--- src/rtl/spw_buffer_ctrl.sv ---
// In-order valid/ready controller driving the spw_buffer write/read ports, with a flush FSM.
// Optional SPW_BUFFER_CTRL_OUT_REG_EN adds a one-entry output register in front of out_*.
module spw_buffer_ctrl #(
    parameter int PTR_WIDTH  = 3,
    parameter int DATA_WIDTH = 128
) (
    input  logic                  clk_i,
    input  logic                  rst_ni,
    input  logic                  in_valid_i,
    output logic                  in_ready_o,
    input  logic [DATA_WIDTH-1:0] in_data_i,
    output logic                  out_valid_o,
    input  logic                  out_ready_i,
    output logic [DATA_WIDTH-1:0] out_data_o,
    input  logic                  flush_i,
    output logic                  flush_done_o,
    output logic [PTR_WIDTH:0]    count_o,
    output logic                  buf_wr_en_o,
    output logic [PTR_WIDTH-1:0]  buf_write_ptr_o,
    output logic [DATA_WIDTH-1:0] buf_write_data_o,
    output logic                  buf_rd_en_o,
    output logic [PTR_WIDTH-1:0]  buf_read_ptr_o,
    input  logic                  buf_read_data_valid_i,
    input  logic [DATA_WIDTH-1:0] buf_read_data_i
);

    typedef enum logic [1:0] {
        ST_RUN   = 2'd0,
        ST_FLUSH = 2'd1,
        ST_DONE  = 2'd2
    } state_e;

    state_e               state_q, state_d;
    logic [PTR_WIDTH:0]   wr_ptr_q, wr_ptr_d;
    logic [PTR_WIDTH:0]   rd_ptr_q, rd_ptr_d;

    logic                 full;
    logic                 empty;
    logic                 run;
    logic                 accept;
    logic                 pop;
    logic                 flush_pop;

    // Pointers carry an extra wrap bit so full and empty are distinguishable.
    assign full  = (wr_ptr_q[PTR_WIDTH-1:0] == rd_ptr_q[PTR_WIDTH-1:0]) &&
                   (wr_ptr_q[PTR_WIDTH] != rd_ptr_q[PTR_WIDTH]);
    assign empty = (wr_ptr_q == rd_ptr_q);
    assign run   = (state_q == ST_RUN);

    // Ready is held low while reset is asserted; otherwise it is purely registered state.
    assign in_ready_o = rst_ni && run && !full;
    assign accept     = in_valid_i && in_ready_o;

    assign buf_wr_en_o      = accept;
    assign buf_write_ptr_o  = wr_ptr_q[PTR_WIDTH-1:0];
    assign buf_write_data_o = in_data_i;
    assign buf_read_ptr_o   = rd_ptr_q[PTR_WIDTH-1:0];

    assign flush_pop   = (state_q == ST_FLUSH) && !empty;
    assign buf_rd_en_o = pop || flush_pop;

    assign count_o      = wr_ptr_q - rd_ptr_q;
    assign flush_done_o = (state_q == ST_DONE);

`ifdef SPW_BUFFER_CTRL_OUT_REG_EN
    logic                  oreg_valid_q, oreg_valid_d;
    logic [DATA_WIDTH-1:0] oreg_data_q, oreg_data_d;

    // Pop whenever the output register is free or being drained this cycle.
    assign pop = run && !empty && buf_read_data_valid_i && (!oreg_valid_q || out_ready_i);

    always_comb begin
        oreg_valid_d = oreg_valid_q;
        oreg_data_d  = oreg_data_q;
        if (pop) begin
            oreg_valid_d = 1'b1;
            oreg_data_d  = buf_read_data_i;
        end else if (out_ready_i) begin
            oreg_valid_d = 1'b0;
        end
        // Entering or sitting in a flush discards the held word as well.
        if (!run || flush_i) begin
            oreg_valid_d = 1'b0;
        end
    end

    always_ff @(posedge clk_i or negedge rst_ni) begin
        if (!rst_ni) begin
            oreg_valid_q <= 1'b0;
        end else begin
            oreg_valid_q <= oreg_valid_d;
        end
    end

    always_ff @(posedge clk_i) begin
        oreg_data_q <= oreg_data_d;
    end

    assign out_valid_o = oreg_valid_q;
    assign out_data_o  = oreg_data_q;
`else
    assign out_valid_o = run && !empty && buf_read_data_valid_i;
    assign out_data_o  = buf_read_data_i;
    assign pop         = out_valid_o && out_ready_i;
`endif

    always_comb begin
        state_d = state_q;
        case (state_q)
            ST_RUN:   if (flush_i) state_d = ST_FLUSH;
            ST_FLUSH: if (empty)   state_d = ST_DONE;
            ST_DONE:               state_d = ST_RUN;
            default:               state_d = ST_RUN;
        endcase
    end

    always_comb begin
        wr_ptr_d = wr_ptr_q + {{PTR_WIDTH{1'b0}}, accept};
        rd_ptr_d = rd_ptr_q + {{PTR_WIDTH{1'b0}}, buf_rd_en_o};
    end

    always_ff @(posedge clk_i or negedge rst_ni) begin
        if (!rst_ni) begin
            state_q  <= ST_RUN;
            wr_ptr_q <= '0;
            rd_ptr_q <= '0;
        end else begin
            state_q  <= state_d;
            wr_ptr_q <= wr_ptr_d;
            rd_ptr_q <= rd_ptr_d;
        end
    end

`ifndef SYNTHESIS
    // A held slot must always present valid data from the buffer.
    a_read_valid_when_nonempty: assert property (
        @(posedge clk_i) disable iff (!rst_ni) !empty |-> buf_read_data_valid_i
    );
`endif

endmodule

--- config.mk ---
export PLATFORM = sky130hd
export DESIGN_NAME = spw_buffer_ctrl
export DESIGN_NICKNAME = d
export VERILOG_FILES = /design/src/rtl/spw_buffer_ctrl.sv
export SDC_FILE = /design/constraint.sdc
export NUM_CORES = 1
export LEC_CHECK = 0
export CAP_MARGIN = 40
export CORE_AREA = 3 3 208 210
export CTS_CLUSTER_DIAMETER = 50
export DETAILED_ROUTE_END_ITERATION = 16
export DIE_AREA = 0 0 211 213
export PLACE_DENSITY = 0.35
export SLEW_MARGIN = 20
export SYNTH_ARGS = -nofsm -noshare
export SYNTH_HDL_FRONTEND = slang
export SYNTH_SLANG_ARGS = --single-unit
--- constraint.sdc ---
create_clock -name clk_i -period 1.9 [get_ports clk_i]
set_input_delay 0.38 -clock clk_i [delete_from_list [all_inputs] [get_ports clk_i]]
set_output_delay 0.38 -clock clk_i [all_outputs]
set_load 0.02 [all_outputs]
== Word level (Yosys, flattened, before mapping) ==
Cells that the tools add are included.

* Shifts and indexed selects: 0
* Divide/modulo/power cells: 0
* Reductions and logical operators: 13
* Multiply operators: 0
* Add/subtract/negate cells: 3
* $lt $le $gt $ge: 0
* Multiplexer cells: 3
* Eq/ne operators: 7
* Bitwise gates (word level): 0

{| class="wikitable"
|+ Operators by type and width
! kind !! number
|-
| 4-bit by 1-bit adder with 4-bit output || 2
|-
| 1-bit logical AND || 8
|-
| 4-bit == test || 1
|-
| 2-bit 2-to-1 mux || 2
|-
| 2-bit inequality test (second input constant) || 2
|-
| 2-bit case mux with 2 select lines || 1
|-
| 4-bit subtractor || 1
|-
| 3-bit == test || 1
|-
| 2-bit by 1-bit == test with 1-bit output (second input constant) || 1
|-
| 2-bit == test (second input constant) || 1
|-
| 1-bit zero test || 2
|-
| 2-bit zero test || 1
|-
| 2-bit AND reduction || 1
|-
| 1-bit logical OR || 1
|-
| 1-bit inequality test || 1
|}

* Word-level logic and storage cells: 29
* RAM bits: 0
* Latch bits: 0
* Bits in registers: 10
* Memories kept: 0
* Bits of input ports: 262
* Memory bits (read-only): 0
* Output and inout port bits: 271

== Logic depth before layout (Yosys ltp) ==
* Depth in word-level cells: 7
* Gate-level depth with buffers: 8
* Depth with buffers taken out: 8

== Least setup slack after synthesis ==
No wires, ideal clock.

* Kind: reg2reg
* Start point: register rd_ptr_q[1]
* End point: register wr_ptr_q[2]
* Data arrival time: 2.372 ns
* Path buffers: 0
* Library setup time: 0.079 ns
* Clock period less this slack: 2.452 ns
* Data required time: 1.821 ns
* Path slack: -0.552 ns
* Cell stages (with the launch flop): 9
* Cells stage by stage: dfrtp_1 inv_1 ha_1 nand3_4 o21ai_1 nor4b_1 ha_1 ha_1 xor2_1

* Longest elaborated chain between the ends: 6

{| class="wikitable"
|+ RTL lines
! what !! RTL line !! RTL
|-
| start, declared || 35 || <nowiki>logic [PTR_WIDTH:0] rd_ptr_q, rd_ptr_d;</nowiki>
|-
| start signal, assigned || 130 || <nowiki>rd_ptr_q <= rd_ptr_d;</nowiki>
|-
| 3-bit == test || 45 || <nowiki>assign full = (wr_ptr_q[PTR_WIDTH-1:0] == rd_ptr_q[PTR_WIDTH-1:0]) &&</nowiki>
|-
| 1-bit logical AND || 45 ||
|-
| 1-bit zero test || 51 || <nowiki>assign in_ready_o = rst_ni && run && !full;</nowiki>
|-
| 1-bit logical AND || 51 ||
|-
| 1-bit logical AND || 52 || <nowiki>assign accept = in_valid_i && in_ready_o;</nowiki>
|-
| via buf_wr_en_o || 18 || <nowiki>output logic buf_wr_en_o,</nowiki>
|-
| 4-bit by 1-bit adder with 4-bit output || 118 || <nowiki>wr_ptr_d = wr_ptr_q + {{PTR_WIDTH{1'b0}}, accept};</nowiki>
|-
| via wr_ptr_d[2] || 34 || <nowiki>logic [PTR_WIDTH:0] wr_ptr_q, wr_ptr_d;</nowiki>
|-
| end signal, assigned || 129 || <nowiki>wr_ptr_q <= wr_ptr_d;</nowiki>
|-
| end, declared || 34 ||
|}

The timed path passes the listed nets, and every way through them passes these cells.
A chain may end at the register's enable or synchronous reset.

== Final worst setup path ==
* Start point: register rd_ptr_q[3]
* End point: output port buf_rd_en_o

* Longest elaborated chain between the ends: 6
* Elaborated cells between the ends (all ways): 7
* Those cells by class: eq/ne (1); reduce/logical (6)

{| class="wikitable"
|+ RTL lines
! what !! RTL line !! RTL
|-
| 4-bit == test (*) || 47 || <nowiki>assign empty = (wr_ptr_q == rd_ptr_q);</nowiki>
|-
| 1-bit zero test (*) || 59, 102 ||
|-
| 1-bit logical AND (2 in a row) || 102 || <nowiki>assign out_valid_o = run && !empty && buf_read_data_valid_i;</nowiki>
|-
| 1-bit logical AND || 104 || <nowiki>assign pop = out_valid_o && out_ready_i;</nowiki>
|-
| 1-bit logical OR (*) || 60 || <nowiki>assign buf_rd_en_o = pop || flush_pop;</nowiki>
|-
| end, declared || 21 || <nowiki>output logic buf_rd_en_o,</nowiki>
|}

Mark *: on every way between the ends. The rest lies on a longest branch, timed or not.

==> results.cfg <==
[status]
status = complete, but fails checks
violations = negative setup slack

[sta]
hold_viol = 0
clock_skew_ns = 0.002400
maxSlewViolCount = 0
fmax_mhz = 498.2
fin_crit_sh_pct = 105.6
period_needed_ns = 2.007
tns_ns = -0.4734
setup_viol = 7
rsz0062_at_grt = yes
worstMarginPinSlew_ns = 0.3513
timing.final.ws_setup_ns = -0.1073
max-slew-margin-rel_pct = 76.54

[placement]
hpwl_um = 9584
io_buffer_count = 20
routabilityCongestion = 0.5988
dp_slack_ns = -0.4315

[clock_network]
cts_tree = yes
cts_buffers = 3
clock_sinks = 10
clockBufferDepth = 2
h-tree-depth = 1
clk_latency_ns = 0.24
root_buffer = clkbuf_16
cts.clk_slew.worst_paths_ns = 0.04

[routing]
num_vias = 983
wire_per_inst_um = 17.22
drcViolationCount = 0
via_per_inst = 1.543
first_pass_iters = 3
drt_iter0_drc = 19
drt_wl_total_um = 10970
ant_nets = 0

[logic_synthesis]
yosys-top-cells-area = buf_4 (77%), dfrtp_1 (9.7%), ha_1 (3.4%)
ys_types = 21
yosys_warnings = 0
synth_nets = 579
yosysTopAreaCell = buf_4
ys_seq_area_share_pct = 9.737
synth_top_area_share_pct = 76.53
synthCells = 309
syn_avg_cell_area_um2 = 8.317
ys_ff_latch = 10
syn-cell-area_um2 = 2570

[critical_path]
cp_slowest_cell = dfrtp_1
crit_buf_inv = 4
path_max_fanout = 2
cp-start-kind = flip-flop
cp_cell_sequence = xnor2_2 -> buf_4 -> nor2b_4 -> buf_6 -> nor3_4 -> buf_6 -> buf_6
cp_common_cell = buf_6
cpPeakStageDelay_ns = 0.41
crit_type = flip-flop to output port
critPathRequiredTime_ns = 1.52
cp_data_arrival_time_ns = 1.63
end_kind = output port
crit_family = buffers and inverters

[min_path]
hp-class = input pin to asynchronous set/reset pin

[pwr]
p_per_area_nw_per_um2 = 1767
leakage_nw = 0.6013
ir_drop_v = 0.0008784

[cells_and_area]
fin_nets = 369
antenna_cells = 0
area_growth_pct = -25.61
final_layout_size_suffix_gt1_share_pct = 65.31
fillers = 4925

[grt]
antenna_found_initial = 0
grt_pass1_wl_um = 12630
grt_pass1_vias = 1142
grt_use_total_pct = 4.429
grt.overflow.total = 0
grt_max_degree = 11

[die]
die_w_um = 211
die_height_um = 213
ios = 533
die_area_um2 = 44940
coreArea_um2 = 41760
rows = 75
start_util_pct = 6.154

[run]
maxCapViolCount = 0
==> sequential cells by signal, indices dropped and copies added (netlist names) <==
| register | count |
|---|---|
| rd_ptr_q | 4 |
| state_q | 2 |
| wr_ptr_q | 4 |
==> where the power goes <==
part | switching [mW] | total [mW] | internal [mW]
registers | 0.116 | 0.439 | 0.324
clock network | 0.112 | 0.430 | 0.318
logic | 1.15 | 2.51 | 1.36
==> per-stage QoR <==
step	cells	utilization (%)	total power, mW	area (µm²)	hold slack [ns]
2_1_floorplan	309	-	2.399	2634	0.08441
3_3_place_gp	623	4.009	2.708	1674	0.5220
3_5_place_dp	623	4.009	2.678	1674	0.5278
4_1_cts	636	4.470	3.406	1867	0.5656
5_1_grt	637	4.578	3.680	1912	0.5921
6_report	637	4.578	3.378	1912	0.5541
==> kinds of logic (layout without fill, tap and decap cells) <==
logic type,after synthesis,after routing,share of synthesized area [%]
AOI/OAI and AO/OA,4,4,1.460
xor gates and xnor gates,7,7,2.678
adders and majority gates,8,8,4.187
buffers and inverters,268,57,77.41
DFF,10,10,9.737
and+or+nand+nor,12,12,4.528
==> synthesized netlist by cell type <==
library cell,instances
a221oi_2,1
nor4b_4,1
buf_4,262
o21ai_1,1
nor4b_1,1
a21oi_1,1
nor2b_4,2
nor2_1,1
fa_1,1
dfrtp_1,10
and3b_1,1
xor2_1,2
xnor2_2,1
nor3_1,2
nor2b_1,1
nand3_1,2
ha_1,7
xnor2_1,4
a211oi_2,1
inv_1,6
nand3_4,1
==> final cells by class <==
class	count	area, µm²	share of cell area (%)
clock buffer	4	88.84	4.647
inverter	6	22.52	1.178
multi-input combinational	31	467.9	24.48
sequential	10	251.5	13.15
tap	539	674.4	35.27
timing repair buffer	47	406.6	21.27
==> per-layer routing <==
layer  share of wire, %  wire length (µm)  vias to the layer above  GRT usage [%]
met5                  0                 0                        -              0
met4                 12              1318                        0          5.058
met3                 31              3376                      123          6.053
met2                 46              5035                      277          7.088
met1                 11              1239                      321          1.460
li1                   -                 -                      262              -
==> cells in the final DEF, fill, tap and decap left out, types with 3 or more instances in the layout <==
| cell type | Yosys | routed |
|---|---|---|
| clkdlybuf4s50_1 | 0 | 8 |
| inv_2 | 0 | 4 |
| clkbuf_16 | 0 | 3 |
| buf_6 | 0 | 3 |
| buf_4 | 262 | 30 |
| ha_4 | 0 | 6 |
| xnor2_1 | 4 | 3 |
| dfrtp_1 | 10 | 9 |
==> repair_timing <==
item	4_1_cts	5_1_grt
setup endpoints to repair	10	13
hold buffers	0	0
gates resized for setup	42	7
setup buffers	9	2
pin swaps	8	6
==> final timing paths <==
check | from | endpoint | slack (ns) | cells past startpoint
setup / recovery | rd_ptr_q[3] | buf_rd_en_o | -0.11 | 7
hold / removal | rst_ni | state_q[1] | 0.55 | 2
setup reg to reg | wr_ptr_q[2] | wr_ptr_q[2] | -0.03 | 9
hold reg to reg | rd_ptr_q[2] | rd_ptr_q[2] | 0.59 | 2
max in group asynchronous | rst_ni | state_q[1] | 1.18 | 2
min in group clk_i | rd_ptr_q[2] | rd_ptr_q[2] | 0.59 | 2
Power figures use the tool's default switching activity.
